`src/rtl/quad_enc_gen.sv`:
```
// Quadrature transmitter: steps A/B one Gray edge every STEP_DIV cycles until
// the tracked position reaches the commanded target.
module quad_enc_gen #(
    parameter int unsigned STEP_DIV        = 12500,
    parameter int unsigned EDGES_PER_COUNT = 4
) (
    input  logic       pxl_clk,
    input  logic       reset_n,
    input  logic       cmd_valid,
    input  logic [5:0] cmd_pos,
    output logic       cmd_ready,
    input  logic       abort,
    output logic       enc_a,
    output logic       enc_b,
    output logic [5:0] cur_pos,
    output logic       busy,
    output logic       done
);

    typedef enum logic [1:0] {IDLE, RUN, DONE} state_t;

    localparam logic [15:0] DIV_LAST  = 16'(STEP_DIV - 1);
    localparam logic [1:0]  EDGE_LAST = 2'(EDGES_PER_COUNT - 1);

    state_t      state;
    logic [15:0] div_cnt;
    logic [1:0]  edge_cnt;
    logic [1:0]  phase;
    logic [5:0]  target;
    logic        dir;
    logic        abort_req;

    logic        step;
    logic        count_done;
    logic        stopping;
    logic [1:0]  phase_nx;
    logic [5:0]  pos_nx;

    always_comb begin
        step       = (div_cnt == DIV_LAST);
        count_done = step && (edge_cnt == EDGE_LAST);
        stopping   = abort || abort_req;
        phase_nx   = dir ? phase + 2'd1 : phase - 2'd1;
        pos_nx     = dir ? cur_pos + 6'd1 : cur_pos - 6'd1;
    end

    // Phase index 0..3 maps to AB = 00,10,11,01: A = p1^p0, B = p1.
    always_ff @(posedge pxl_clk or negedge reset_n) begin
        if (!reset_n) begin
            state     <= IDLE;
            div_cnt   <= '0;
            edge_cnt  <= '0;
            phase     <= '0;
            target    <= '0;
            dir       <= 1'b0;
            abort_req <= 1'b0;
            enc_a     <= 1'b0;
            enc_b     <= 1'b0;
            cur_pos   <= '0;
            busy      <= 1'b0;
            done      <= 1'b0;
            cmd_ready <= 1'b1;
        end else begin
            case (state)
                IDLE: begin
                    done <= 1'b0;
                    if (cmd_valid && cmd_ready) begin
                        target    <= cmd_pos;
                        dir       <= (cmd_pos > cur_pos);
                        div_cnt   <= '0;
                        edge_cnt  <= '0;
                        abort_req <= 1'b0;
                        cmd_ready <= 1'b0;
                        if (cmd_pos == cur_pos) begin
                            state <= DONE;
                            done  <= 1'b1;
                        end else begin
                            state <= RUN;
                            busy  <= 1'b1;
                        end
                    end
                end

                RUN: begin
                    if (abort)
                        abort_req <= 1'b1;
                    if (step) begin
                        div_cnt <= '0;
                        phase   <= phase_nx;
                        enc_a   <= phase_nx[1] ^ phase_nx[0];
                        enc_b   <= phase_nx[1];
                        if (count_done) begin
                            edge_cnt <= '0;
                            cur_pos  <= pos_nx;
                            if ((pos_nx == target) || stopping) begin
                                state <= DONE;
                                busy  <= 1'b0;
                                done  <= 1'b1;
                            end
                        end else begin
                            edge_cnt <= edge_cnt + 2'd1;
                        end
                    end else begin
                        div_cnt <= div_cnt + 16'd1;
                        // Already resting on a count boundary: nothing left to finish.
                        if (stopping && (edge_cnt == '0)) begin
                            state <= DONE;
                            busy  <= 1'b0;
                            done  <= 1'b1;
                        end
                    end
                end

                DONE: begin
                    done      <= 1'b0;
                    busy      <= 1'b0;
                    abort_req <= 1'b0;
                    cmd_ready <= 1'b1;
                    state     <= IDLE;
                end

                default: begin
                    state     <= IDLE;
                    cmd_ready <= 1'b1;
                    busy      <= 1'b0;
                    done      <= 1'b0;
                end
            endcase
        end
    end

endmodule
```
`config.mk`:
```
export PLATFORM = sky130hd
export DESIGN_NAME = quad_enc_gen
export DESIGN_NICKNAME = d
export VERILOG_FILES = /design/src/rtl/quad_enc_gen.sv
export SDC_FILE = /design/constraint.sdc
export NUM_CORES = 1
export LEC_CHECK = 0
export BUFFER_PORTS_ARGS = -buffer_cell sky130_fd_sc_hd__buf_2
export CAP_MARGIN = 25
export CORE_MARGIN = 3
export CORE_UTILIZATION = 36
export DETAILED_ROUTE_END_ITERATION = 6
export PLACE_DENSITY = 0.64
export SLEW_MARGIN = 20
export SYNTH_ARGS = -nofsm -noshare
export SYNTH_HDL_FRONTEND = slang
export SYNTH_SLANG_ARGS = --single-unit
```
`constraint.sdc`:
```
create_clock -name pxl_clk -period 2.4 [get_ports pxl_clk]
set_clock_uncertainty 0.2 [all_clocks]
set_input_delay 0.12 -clock pxl_clk [delete_from_list [all_inputs] [get_ports pxl_clk]]
set_output_delay 0.12 -clock pxl_clk [all_outputs]
set_load 0.005 [all_outputs]
```
==> results.json, run 1 <==
{
  "num_rows": 28,
  "cp.arrival_ns": 2.25,
  "fill_cells": 612,
  "post_cts_resized": 0,
  "required_ns": 2.38,
  "grt_overflow": 0,
  "clkSinkCount": 40,
  "critical_path_class": "flop to flop",
  "synth.distinct_cells": 46,
  "vias": 1810,
  "use_met2_pct": 24.01,
  "numCtsBuffers": 5,
  "vias_per_cell": 5.014,
  "clockPowerShare_pct": 38.2,
  "synthArstFlopShare_pct": 100.0,
  "port_buffers": 20,
  "peakVddDrop_mv": 0.2390,
  "drt-total-wl_um": 4864,
  "fin_cells": 361,
  "avgSynthCellArea_um2": 9.255,
  "ys_ff_latch": 40,
  "synth-seq-area-share_pct": 43.84,
  "netlist.area_leader.share_pct": 42.69,
  "finalMaxSlewViolations": 0,
  "clk_path_buf_depth": 2,
  "holdPathStages": 3,
  "leakage_nw": 1.207,
  "slew_headroom_pct": 40.00,
  "synth_flop_cell": "dfrtp_1",
  "synth.largest_area_cell": "dfrtp_1",
  "synth_edf_count": 0,
  "ios": 21,
  "fmax_ghz": 0.4412,
  "coreArea_um2": 6026,
  "htreeDepth": 2,
  "initial_utilization_pct": 37.94,
  "rsz0062_at_grt": "false",
  "antenna_found_initial": 0,
  "p_per_area_nw_per_um2": 433.3,
  "maxCapViolations": 0,
  "synth_area_leaders": "dfrtp_1, nand2_1, ha_1",
  "hp-class": "input pin to flop",
  "grt_pass1_wl_um": 8459,
  "start_kind": "flop",
  "antenna_left": 0,
  "final_common_cell": "nand2_1",
  "area_growth_pct": 16.97,
  "outcome": "completed",
  "cts.clk_slew.worst_paths_ns": 0.08,
  "gp_congestion": 0.8377,
  "wl_per_cell_um": 13.47,
  "met1_usage_pct": 18.26,
  "cts_tree": "yes",
  "drcViolationCount": 0,
  "comb_power_share_pct": 3.7,
  "path_max_fanout": 5,
  "post_cts_buffers": 0,
  "die-width_um": 85.69,
  "period_minus_slack_ns": 2.266,
  "reg2reg_depth": 8,
  "met3_usage_pct": 3.170,
  "mostFrequentLayoutCells": "nand2_1, dfrtp_1, o21ai_0",
  "p_int_mw": 0.8962,
  "grt_max_degree": 41,
  "cts_root_buffer": "clkbuf_8",
  "die_h_um": 85.69,
  "hold_viol": 0,
  "syn_inst": 247,
  "grt_pass1_vias": 1855,
  "drt_iter0_drc": 71,
  "n_antenna_cell": 0,
  "drt-pass1-iter-count": 4,
  "synth_warnings": 0,
  "placedCellCount": 346,
  "hpwl_um": 3548,
  "tightestPinTransition_ns": 0.9001,
  "insertion_delay_ns": 0.29,
  "drive_gt1_share_pct": 17.13,
  "switching_share_pct": 22.65,
  "track_usage_pct": 14.39,
  "top_usage_layer": "met2",
  "fin_nets": 309,
  "p_sw_mw": 0.2624,
  "tns_ns": 0,
  "fin_crit_sh_pct": 94.44,
  "die_area_um2": 7342,
  "setup_viol": 0,
  "cp-end-kind": "flop",
  "synth_area_um2": 2286,
  "synth_nets": 271,
  "sequentialPowerShare_pct": 58.1
}
-- critical path, stage by stage (launching register included) --
cell,delay [ns]
dfrtp_1,0.38
inv_1,0.17
ha_1,0.34
a21o_1,0.20
a31o_2,0.22
a21oi_2,0.19
xnor2_1,0.16
o22ai_2,0.13
o21a_1,0.18
-- cells in the mapped netlist, types with 4 or more instances --
cell,n
nand2_1,44
ha_1,13
nor2_1,14
nand4_1,4
and2_1,4
nand3_1,8
xnor2_1,15
xor2_1,8
o21ai_0,25
inv_1,14
dfrtp_1,39
a21oi_1,6
-- power by group through the flow --
stage / clock network [mW] / registers [mW] / logic, mW
5_1_grt: 0.487 / 0.673 / 0.0501
6_report: 0.442 / 0.673 / 0.0430
3_5_place_dp: 0 / 0.687 / 0.0362
4_1_cts: 0.459 / 0.673 / 0.0451
2_1_floorplan: 0 / 0.687 / 0.00963
3_3_place_gp: 0 / 0.687 / 0.0359
-- routing by layer --
metal | wire length (um) | vias up
li1 | - | 927
met1 | 2301 | 854
met2 | 2349 | 22
met3 | 139 | 7
met4 | 74 | 0
met5 | 0 | -
-- cell families (layout without fill, tap and decap cells) --
logic type / count (synthesis) / count (layout) / synth area share, %
AO/OA/AOI/OAI: 53 / 53 / 14.56
flip-flops: 40 / 40 / 43.84
XOR/XNOR: 23 / 23 / 8.813
buffers and inverters: 19 / 58 / 3.229
multiplexers: 1 / 1 / 0.4926
AND/OR/NAND/NOR: 97 / 97 / 21.07
adder cells (fa/ha/maj): 14 / 14 / 7.991
-- final cells by class --
cell class	instances	area, um2	area share, %
multi-input cells	188	1210	45.25
flip-flops and latches	40	1002	37.48
repair buffers	35	230.2	8.610
well taps	75	93.84	3.510
clock buffers	7	76.32	2.854
inverters	15	56.30	2.106
clock inverters	1	5.005	0.1872
-- registers in the layout, summed over array words and instances, names as in the netlist --
signal and count:
abort_req 1, busy 1, cmd_ready 1, cur_pos 6, dir 1, div_cnt 16
done 1, edge_cnt 2, enc_a 1, phase 2, state 2, target 6
-- worst paths after layout --
path | start | endpoint | slack, ns
max in group asynchronous | reset_n | enc_a | 1.14
max reg2reg | dir | done | 0.13
max | dir | done | 0.13
min reg2reg | enc_a | enc_a | 0.29
min in group asynchronous | reset_n | div_cnt[10] | 0.28
min | abort | abort_req | 0.007
-- stage by stage --
| step | utilization, % | total power, mW | cell area, um2 | setup WS, ns | hold WS (ns) |
|---|---|---|---|---|---|
| finish | 44.37 | 1.159 | 2674 | 0.1336 | 0.006565 |
| global route | 44.37 | 1.210 | 2674 | 0.01032 | 0.01274 |
| CTS | 44.37 | 1.178 | 2674 | 0.1362 | 0.007465 |
| detailed placement | 41.86 | 0.7230 | 2522 | 0.1471 | 0.1154 |
| global placement | 41.86 | 0.7226 | 2522 | 0.1893 | 0.1115 |
| floorplan | - | 0.6966 | 2286 | 0.04434 | -0.3756 |
-- timing repair --
action,in CTS,in global routing
hold buffers,7,0
endpoints found under the setup margin,0,0
endpoints found under the hold margin,45,0
Note: power is estimated with default switching activity, not from simulation.
==> inputs of run 2 (changes only) <==
--- a/config.mk
+++ b/config.mk
@@ -10,7 +10,7 @@
 export CORE_MARGIN = 3
 export CORE_UTILIZATION = 36
 export DETAILED_ROUTE_END_ITERATION = 6
-export PLACE_DENSITY = 0.64
+export PLACE_DENSITY = 0.62
 export SLEW_MARGIN = 20
 export SYNTH_ARGS = -nofsm -noshare
 export SYNTH_HDL_FRONTEND = slang
==> constraint.sdc (replaced) <==
create_clock -name pxl_clk -period 2.8 [get_ports pxl_clk]
set_clock_uncertainty 0.2 [all_clocks]
set_input_delay 0.14 -clock pxl_clk [delete_from_list [all_inputs] [get_ports pxl_clk]]
set_output_delay 0.14 -clock pxl_clk [all_outputs]
set_load 0.005 [all_outputs]
==> results.json, run 2 (synthesis gave the netlist of run 1 again) <==
{
  "outcome": "completed",
  "setup_viol": 0,
  "n_antenna_cell": 0,
  "cp-end-kind": "flop",
  "drt_iter0_drc": 94,
  "initial_utilization_pct": 37.94,
  "drcViolationCount": 0,
  "area_growth_pct": 15.65,
  "hold_viol": 0,
  "cp.arrival_ns": 2.44,
  "cts_root_buffer": "clkbuf_8",
  "critical-path-max-stage-delay_ns": 0.50,
  "drt-total-wl_um": 4814,
  "vias": 1787,
  "port_buffers": 20,
  "regMostFlops": "div_cnt",
  "start_kind": "flop",
  "fin_nets": 305,
  "tightestPinTransition_ns": 0.9073,
  "mostFrequentLayoutCells": "nand2_1, dfrtp_1, o21ai_0",
  "insertion_delay_ns": 0.29,
  "path_max_fanout": 6,
  "tns_ns": 0,
  "fin_crit_sh_pct": 87.70,
  "vias_per_cell": 5.006,
  "largest_reg_flops": 16,
  "die_h_um": 85.69,
  "crit_chain": "inv_1, ha_1, a21o_1, a31o_2, a21oi_2, xnor2_1, o22ai_2, o21a_1",
  "critical_path_class": "flop to flop",
  "clk_path_buf_depth": 2,
  "gp_congestion": 0.7532,
  "grt_overflow": 0,
  "grt_pass1_vias": 1836,
  "hpwl_um": 3536,
  "clkSinkCount": 40,
  "peakVddDrop_mv": 0.2157,
  "largestRegisters": "div_cnt x16, cur_pos x6, target x6",
  "leakage_nw": 1.186,
  "final_common_cell": "nand2_1",
  "grt_pass1_wl_um": 8556,
  "post-layout-total-power_mw": 0.9826,
  "period_minus_slack_ns": 2.456,
  "antenna_found_initial": 0,
  "antenna_left": 0,
  "maxCapViolations": 0,
  "num_rows": 28,
  "coreArea_um2": 6026,
  "die-width_um": 85.69,
  "hp-class": "input pin to flop",
  "numCtsBuffers": 5,
  "cts_tree": "yes",
  "finalMaxSlewViolations": 0,
  "post_cts_resized": 0,
  "die_area_um2": 7342,
  "drive_gt1_share_pct": 15.96,
  "ios": 21,
  "wl_per_cell_um": 13.48,
  "fmax_ghz": 0.4072,
  "grt_max_degree": 41,
  "slowest_stage": "dfrtp_1",
  "track_usage_pct": 14.61,
  "slew_headroom_pct": 39.51,
  "drt-pass1-iter-count": 4,
  "htreeDepth": 2,
  "p_per_area_nw_per_um2": 371.7,
  "rsz0062_at_grt": "false",
  "cts.clk_slew.worst_paths_ns": 0.07,
  "fill_cells": 606,
  "final_core_util_pct": 43.87,
  "required_ns": 2.78
}
-- run 2: critical path: cells and delay by family, from the launching register on --
kind                       cells  cell delay [ns]
adders and majority gates      1             0.39
buffers and inverters          1             0.17
AOI/OAI and AO/OA              5             0.94
xor gates and xnor gates       1             0.16
DFF                            1             0.50
-- run 2: final cells by class --
type | count | area (um2) | area share, %
Multi-Input combinational cell | 188 | 1210 | 45.76
Sequential cell | 40 | 1002 | 37.91
Timing Repair Buffer | 31 | 200.2 | 7.572
Tap cell | 75 | 93.84 | 3.549
Clock buffer | 7 | 76.32 | 2.887
Inverter | 15 | 56.30 | 2.130
Clock inverter | 1 | 5.005 | 0.1893
-- run 2: power breakdown --
part	internal, mW	switching, mW
logic	0.0157	0.0218
registers	0.577	0
clock network	0.175	0.193
total	0.768	0.215
-- run 2: final timing paths --
kind | to | cells after the start | slack, ns | from
worst min-delay path | abort_req | 3 | 0.03 | abort
worst min register to register | enc_a | 2 | 0.29 | enc_a
worst max register to register | done | 8 | 0.34 | dir
min in group asynchronous | div_cnt[6] | 2 | 0.32 | reset_n
max in group asynchronous | state[1] | 2 | 1.51 | reset_n
worst max-delay path | done | 8 | 0.34 | dir
-- run 2: metrics by stage --
stage | hold slack, ns | setup WS (ns) | area, um2 | std cells
after floorplan | -0.3556 | 0.4443 | 2286 | 247
after global placement | 0.1284 | 0.4267 | 2492 | 342
after detailed placement | 0.1232 | 0.3654 | 2492 | 342
after CTS | 0.01856 | 0.3303 | 2644 | 357
after global routing | 0.04145 | 0.2171 | 2644 | 357
final | 0.02501 | 0.3444 | 2644 | 357
-- run 2: timing repair --
item,in CTS,in global routing
buffers inserted,0,0
hold buffers,7,0
endpoints found under the hold margin,45,0
-- run 2: metal layers --
| layer | global-route usage [%] | part of all wire, % | vias up |
|---|---|---|---|
| met5 | 0 | 0 | - |
| met4 | 3.885 | 1.1 | 0 |
| met3 | 3.170 | 3.1 | 5 |
| met2 | 24.72 | 49 | 22 |
| met1 | 18.90 | 47 | 840 |
| li1 | - | - | 920 |
